[src/rtl/mcore_mem_arbiter_pkg.sv]
// Shared types for the mcore memory-port arbiter: requester ID width and arbiter state.
package mcore_defs;

   localparam int MEM_ARB_MAX_REQ = 8;
   localparam int MEM_ARB_ID_W    = $clog2(MEM_ARB_MAX_REQ);

   typedef logic [MEM_ARB_ID_W-1:0] req_id_t;

   typedef enum logic {
      ARB_IDLE   = 1'b0,
      ARB_LOCKED = 1'b1
   } arb_state_t;

endpackage

[src/rtl/mcore_tag_fifo.sv]
// Small synchronous FIFO with a registered head; push and pop may occur together,
// including a push into a full FIFO when a pop frees the slot in the same cycle.
module mcore_tag_fifo #(
   parameter int WIDTH = 3,
   parameter int DEPTH = 4
) (
   input  logic             clk,
   input  logic             rst,
   input  logic             i_push,
   input  logic [WIDTH-1:0] i_din,
   input  logic             i_pop,
   output logic [WIDTH-1:0] o_head,
   output logic             o_full,
   output logic             o_empty
);

   localparam int PW = (DEPTH > 1) ? $clog2(DEPTH) : 1;

   logic [PW-1:0]    r_wr_ptr;
   logic [PW-1:0]    r_rd_ptr;
   logic [PW:0]      r_count;
   logic [WIDTH-1:0] r_mem [DEPTH];
   logic             w_do_push;
   logic             w_do_pop;

   assign o_empty   = (r_count == '0);
   assign o_full    = (r_count == (PW+1)'(DEPTH));
   assign o_head    = r_mem[r_rd_ptr];
   assign w_do_pop  = i_pop & ~o_empty;
   assign w_do_push = i_push & (~o_full | w_do_pop);

   always_ff @(posedge clk) begin
      if (rst) begin
         r_wr_ptr <= '0;
         r_rd_ptr <= '0;
         r_count  <= '0;
      end else begin
         if (w_do_push)
            r_wr_ptr <= (r_wr_ptr == PW'(DEPTH-1)) ? '0 : r_wr_ptr + PW'(1);
         if (w_do_pop)
            r_rd_ptr <= (r_rd_ptr == PW'(DEPTH-1)) ? '0 : r_rd_ptr + PW'(1);
         if (w_do_push && !w_do_pop)
            r_count <= r_count + (PW+1)'(1);
         else if (!w_do_push && w_do_pop)
            r_count <= r_count - (PW+1)'(1);
      end
   end

   // Storage carries no reset; occupancy alone says which entries are valid.
   always_ff @(posedge clk) begin
      if (w_do_push)
         r_mem[r_wr_ptr] <= i_din;
   end

endmodule

[src/rtl/mcore_mem_arbiter.sv]
// Round-robin arbiter sharing one mem_if port among NUM_REQ masters; an in-order
// tag FIFO remembers who was granted so each response returns to its owner.
module mcore_mem_arbiter
   import mcore_defs::*;
#(
   parameter int NUM_REQ         = 4,
   parameter int DATA_WIDTH      = 32,
   parameter int ADDR_WIDTH      = 32,
   parameter int MAX_OUTSTANDING = 4
) (
   input  logic                            aclk,
   input  logic                            rst,
   input  logic [NUM_REQ-1:0]              s_req,
   input  logic [NUM_REQ*ADDR_WIDTH-1:0]   s_addr,
   input  logic [NUM_REQ-1:0]              s_we,
   input  logic [NUM_REQ*DATA_WIDTH-1:0]   s_wdata,
   input  logic [NUM_REQ*DATA_WIDTH/8-1:0] s_be,
   output logic [NUM_REQ-1:0]              s_gnt,
   output logic [NUM_REQ-1:0]              s_rsp_valid,
   output logic [DATA_WIDTH-1:0]           s_rsp_rdata,
   output logic                            s_rsp_error,
   output logic                            mem_req,
   output logic [ADDR_WIDTH-1:0]           mem_addr,
   output logic                            mem_we,
   output logic [DATA_WIDTH-1:0]           mem_wdata,
   output logic [DATA_WIDTH/8-1:0]         mem_be,
   input  logic                            mem_gnt,
   input  logic                            mem_rsp_valid,
   input  logic [DATA_WIDTH-1:0]           mem_rsp_rdata,
   input  logic                            mem_rsp_error,
   output logic                            err_unexpected
);

   localparam int BE_W = DATA_WIDTH / 8;

   // First asserted request at or after ptr, wrapping modulo NUM_REQ.
   function automatic req_id_t rr_select(input logic [NUM_REQ-1:0] req, input req_id_t ptr);
      logic [2*NUM_REQ-1:0] rot;
      req_id_t              sel;
      logic                 found;
      int                   idx;
      rot   = {req, req} >> ptr;
      sel   = '0;
      found = 1'b0;
      for (int j = 0; j < NUM_REQ; j++) begin
         if (!found && rot[j]) begin
            idx = int'(ptr) + j;
            if (idx >= NUM_REQ)
               idx = idx - NUM_REQ;
            sel   = req_id_t'(idx);
            found = 1'b1;
         end
      end
      return sel;
   endfunction

   arb_state_t r_state;
   arb_state_t w_state_nxt;
   req_id_t    r_lock_id;
   req_id_t    w_lock_nxt;
   req_id_t    r_rr_ptr;
   req_id_t    w_rr_nxt;
   req_id_t    w_winner;
   req_id_t    w_head;
   logic       r_err;
   logic       w_any_req;
   logic       w_grant;
   logic       w_pop;
   logic       w_full_eff;
   logic       w_fifo_full;
   logic       w_fifo_empty;

   assign w_any_req  = |s_req;
   assign w_winner   = (r_state == ARB_LOCKED) ? r_lock_id : rr_select(s_req, r_rr_ptr);
   assign w_pop      = mem_rsp_valid & ~w_fifo_empty;
   // A response popping this cycle frees a slot, so a full FIFO can accept again at once.
   assign w_full_eff = w_fifo_full & ~w_pop;
   assign mem_req    = w_any_req & ~w_full_eff;
   assign w_grant    = mem_req & mem_gnt;
   assign w_rr_nxt   = (w_winner == req_id_t'(NUM_REQ-1)) ? '0 : w_winner + req_id_t'(1);

   assign s_rsp_rdata    = mem_rsp_rdata;
   assign s_rsp_error    = mem_rsp_error;
   assign err_unexpected = r_err;

   always_comb begin
      mem_addr    = '0;
      mem_we      = 1'b0;
      mem_wdata   = '0;
      mem_be      = '0;
      s_gnt       = '0;
      s_rsp_valid = '0;
      for (int i = 0; i < NUM_REQ; i++) begin
         if (w_any_req && (w_winner == req_id_t'(i))) begin
            mem_addr  = s_addr[i*ADDR_WIDTH +: ADDR_WIDTH];
            mem_we    = s_we[i];
            mem_wdata = s_wdata[i*DATA_WIDTH +: DATA_WIDTH];
            mem_be    = s_be[i*BE_W +: BE_W];
         end
         s_gnt[i]       = w_grant & (w_winner == req_id_t'(i));
         s_rsp_valid[i] = w_pop & (w_head == req_id_t'(i));
      end
   end

   always_comb begin
      w_state_nxt = r_state;
      w_lock_nxt  = r_lock_id;
      case (r_state)
         ARB_IDLE: begin
            if (mem_req && !mem_gnt) begin
               w_state_nxt = ARB_LOCKED;
               w_lock_nxt  = w_winner;
            end
         end
         ARB_LOCKED: begin
            if (w_grant)
               w_state_nxt = ARB_IDLE;
         end
         default: w_state_nxt = ARB_IDLE;
      endcase
   end

   always_ff @(posedge aclk) begin
      if (rst) begin
         r_state   <= ARB_IDLE;
         r_lock_id <= '0;
         r_rr_ptr  <= '0;
         r_err     <= 1'b0;
      end else begin
         r_state   <= w_state_nxt;
         r_lock_id <= w_lock_nxt;
         if (w_grant)
            r_rr_ptr <= w_rr_nxt;
         if (mem_rsp_valid && w_fifo_empty)
            r_err <= 1'b1;
      end
   end

   mcore_tag_fifo #(
      .WIDTH ($bits(req_id_t)),
      .DEPTH (MAX_OUTSTANDING)
   ) u_tag_fifo (
      .clk     (aclk),
      .rst     (rst),
      .i_push  (w_grant),
      .i_din   (w_winner),
      .i_pop   (w_pop),
      .o_head  (w_head),
      .o_full  (w_fifo_full),
      .o_empty (w_fifo_empty)
   );

endmodule

[config.mk]
export PLATFORM = sky130hd
export DESIGN_NAME = mcore_mem_arbiter
export DESIGN_NICKNAME = d
export VERILOG_FILES = /design/src/rtl/mcore_mem_arbiter_pkg.sv /design/src/rtl/mcore_tag_fifo.sv /design/src/rtl/mcore_mem_arbiter.sv
export SDC_FILE = /design/constraint.sdc
export NUM_CORES = 1
export LEC_CHECK = 0
export CORE_AREA = 3 3 164 166
export DETAILED_ROUTE_END_ITERATION = 6
export DIE_AREA = 0 0 167 169
export PLACE_DENSITY = 0.62
export SYNTH_ARGS = -nofsm -noshare
export SYNTH_HDL_FRONTEND = slang
export SYNTH_HIERARCHICAL = 1
export SYNTH_SLANG_ARGS = --single-unit
[constraint.sdc]
create_clock -name aclk -period 8.98 [get_ports aclk]
set_input_delay 1.347 -clock aclk [delete_from_list [all_inputs] [get_ports aclk]]
set_output_delay 1.347 -clock aclk [all_outputs]
set_load 0.1 [all_outputs]
==> impl_metrics.ini, run 1 <==
[status]
status = complete, no violations

[synthesis]
synthArstFlopShare = 0
synthTopCellsByArea = a211o_1 12%, and3b_1 12%, a211oi_1 10%
synth_enable_flop_cells = 12
synth_most_common_cell = inv_1
ys_seq_elements = 29
synth_top_area_frac = 0.122
syn_area_mm2 = 0.00495
syn_inst = 681
yosysWarnings = 6
syn-num-nets = 1010
yosys.area.top_type = a211o_1
synth-main-ff-cell = dfxtp_1
ys_seq_area_frac = 0.142
synth.avg_cell_area_um2 = 7.27
synth_common_cells = 83 x inv_1, 75 x a21oi_1, 75 x nand2_1
synth_cell_types = 58

[placed_design]
portBuffers = 362
gp_congestion = 0.877
dp_hpwl_mm = 19.0

[worst_setup_path]
arrival_ns = 6.42
cpPeakStageDelay_ns = 1.17
cp-startpoint = s_req[3]
critPathSlowestCell = clkdlybuf4s50_1
path_cells = clkdlybuf4s50_1 > or2b_2 > a32o_1 > a211oi_1 > o21a_1 > ha_4 > buf_4 > a211oi_1 > a211o_1 > a21oi_1 > clkdlybuf4s50_1
cp-start-kind = primary input
crit_path_end_kind = primary output
cp.required_ns = 7.63
path_class = in2out
crit_fanout = 107
r2r-start = r_rr_ptr[0]

[timing]
hold_viol = 0
finalSetupTns_ns = 0
final_max_slew_viol_count = 0
timing.fmax_ghz = 0.129
slew_headroom = 0.301
tightest_slew_ns = 1.04
min_period_ns = 7.77
rsz0062_at_grt = false
skew_ns = 0.00257
setup_violations = 0
post-route-period-util = 0.865

[floorplanning]
core_area_mm2 = 0.0258
dieHeight_um = 169
initial_core_util = 0.192
die_w_um = 167
io_pins = 429
dieArea_mm2 = 0.0282
rows = 59

[clock_tree]
cts_made_buffers = 5
ctsHoldBuffers = 0
post_cts_resized = 0
htree_num_levels = 2
post_cts_buffers = 0
cts_tree = yes
clk_latency_ns = 0.27
cts-root-buf = clkbuf_16
clockBufferDepth = 2
cts.sinks = 29
clkTransAtPathRegs_ns = 0.05

[cells_and_area]
fin_util = 0.337
fillCellCount = 2729
area_growth_syn_to_layout_pct = 75.7
drive_gt1_frac = 0.0502
diodes = 0
final_nets = 1285

[global_route]
grt_pass1_vias = 5779
antenna_found_initial = 0
grt_overflow = 0
use_met3 = 0.0364
globalRoute.busiestLayer = met2
grt_util_met1 = 0.189
grt_usage = 0.153
met2_usage = 0.269
grt_pass1_wl_mm = 34.4
grt_max_degree = 108

[routing]
firstDrtPassIters = 4
wl_per_cell_um = 18.5
first_iter_violations = 350
via_per_inst = 4.67
ant_nets = 0
dr_total_vias = 6026
wirelength_mm = 23.8
drcViolationCount = 0

[hold_path]
hold_path_class = reg2reg
hold_start = err_unexpected

[job]
maxCapViolCount = 0
[layout make-up]
class / count / area [um^2] / area share
repair buffers: 371 / 3720 / 0.427
multi-input cells: 466 / 3400 / 0.392
flip-flops and latches: 29 / 701 / 0.0806
well taps: 335 / 419 / 0.0482
inverters: 83 / 312 / 0.0358
clock buffers: 7 / 143 / 0.0164
[critical path, delay by kind of cell]
kind / cells / cell delay (ns)
AO/OA/AOI/OAI: 6 / 1.52
buffers and inverters: 3 / 2.26
AND/OR/NAND/NOR: 1 / 0.36
adder cells (fa/ha/maj): 1 / 0.88
[metal layers]
metal / vias to the layer above / wire [um]
met4: 0 / 542
met2: 233 / 12100
met3: 27 / 1470
met1: 2794 / 9680
met5: - / 0
li1: 2972 / -
[through the flow]
| step | setup slack, ns | area [um^2] | std cells | hold slack [ns] |
|---|---|---|---|---|
| global placement | 1.30 | 8550 | 1284 | 0.456 |
| finish | 1.21 | 8690 | 1291 | 0.465 |
| floorplan | 2.31 | 4950 | 681 | 0.455 |
| CTS | 1.24 | 8690 | 1291 | 0.472 |
| detailed placement | 1.25 | 8550 | 1284 | 0.462 |
| global route | 0.884 | 8690 | 1291 | 0.487 |
[placed cells by master, fill, tap and decap left out, types with 2 or more instances in the layout]
cell,Yosys,routed
nor3b_1,2,2
nor2b_1,3,3
nand2b_1,5,4
o21ai_0,6,6
and3b_1,65,65
clkdlybuf4s50_1,0,357
a32oi_1,2,2
xor2_1,2,2
nor2_1,15,15
a211oi_1,67,67
o21bai_1,2,2
ha_4,0,3
a32o_1,3,3
buf_12,0,3
or2b_2,3,3
mux4_2,4,4
nor3_1,3,3
a2111o_1,3,3
a221oi_1,5,5
nor4_1,2,2
mux2i_1,6,6
inv_1,83,83
nand2_1,75,75
or3_1,3,3
clkbuf_16,0,5
and3_1,6,6
dfxtp_1,17,17
and2_1,2,2
ha_1,11,7
a31oi_1,2,2
a21oi_1,75,75
a211o_1,69,69
buf_4,34,11
and2_2,2,2
edfxtp_1,12,12
[logic make-up after synthesis]
kind of cell / after synthesis / share of synthesized area
buf+inv: 186 / 0.179
simple gates: 194 / 0.244
xor+xnor: 2 / 0.00354
mux: 11 / 0.0334
flops: 29 / 0.142
compound gates: 247 / 0.366
fa+ha+maj: 12 / 0.0319
[final timing paths]
path / depth (start not counted) / to / slack [ns]
min reg2reg: 2 / err_unexpected / 0.47
min: 2 / err_unexpected / 0.47
max reg2reg: 9 / r_rr_ptr[2] / 5.15
max: 11 / mem_addr[0] / 1.21
Power of run 1 is left out: the tool's default activity adds up to more than one toggle a clock period on the data nets, which glitch-free logic cannot reach.
==> run 2, diff against run 1 <==
--- a/config.mk
+++ b/config.mk
@@ -5,6 +5,7 @@
 export SDC_FILE = /design/constraint.sdc
 export NUM_CORES = 1
 export LEC_CHECK = 0
+export CAP_MARGIN = 0
 export CORE_AREA = 3 3 164 166
 export DETAILED_ROUTE_END_ITERATION = 6
 export DIE_AREA = 0 0 167 169
==> results of run 2 <==
Same layout as run 1: the final DEF is identical, and so are final timing and power.
Power of run 2 is left out for the same reason.
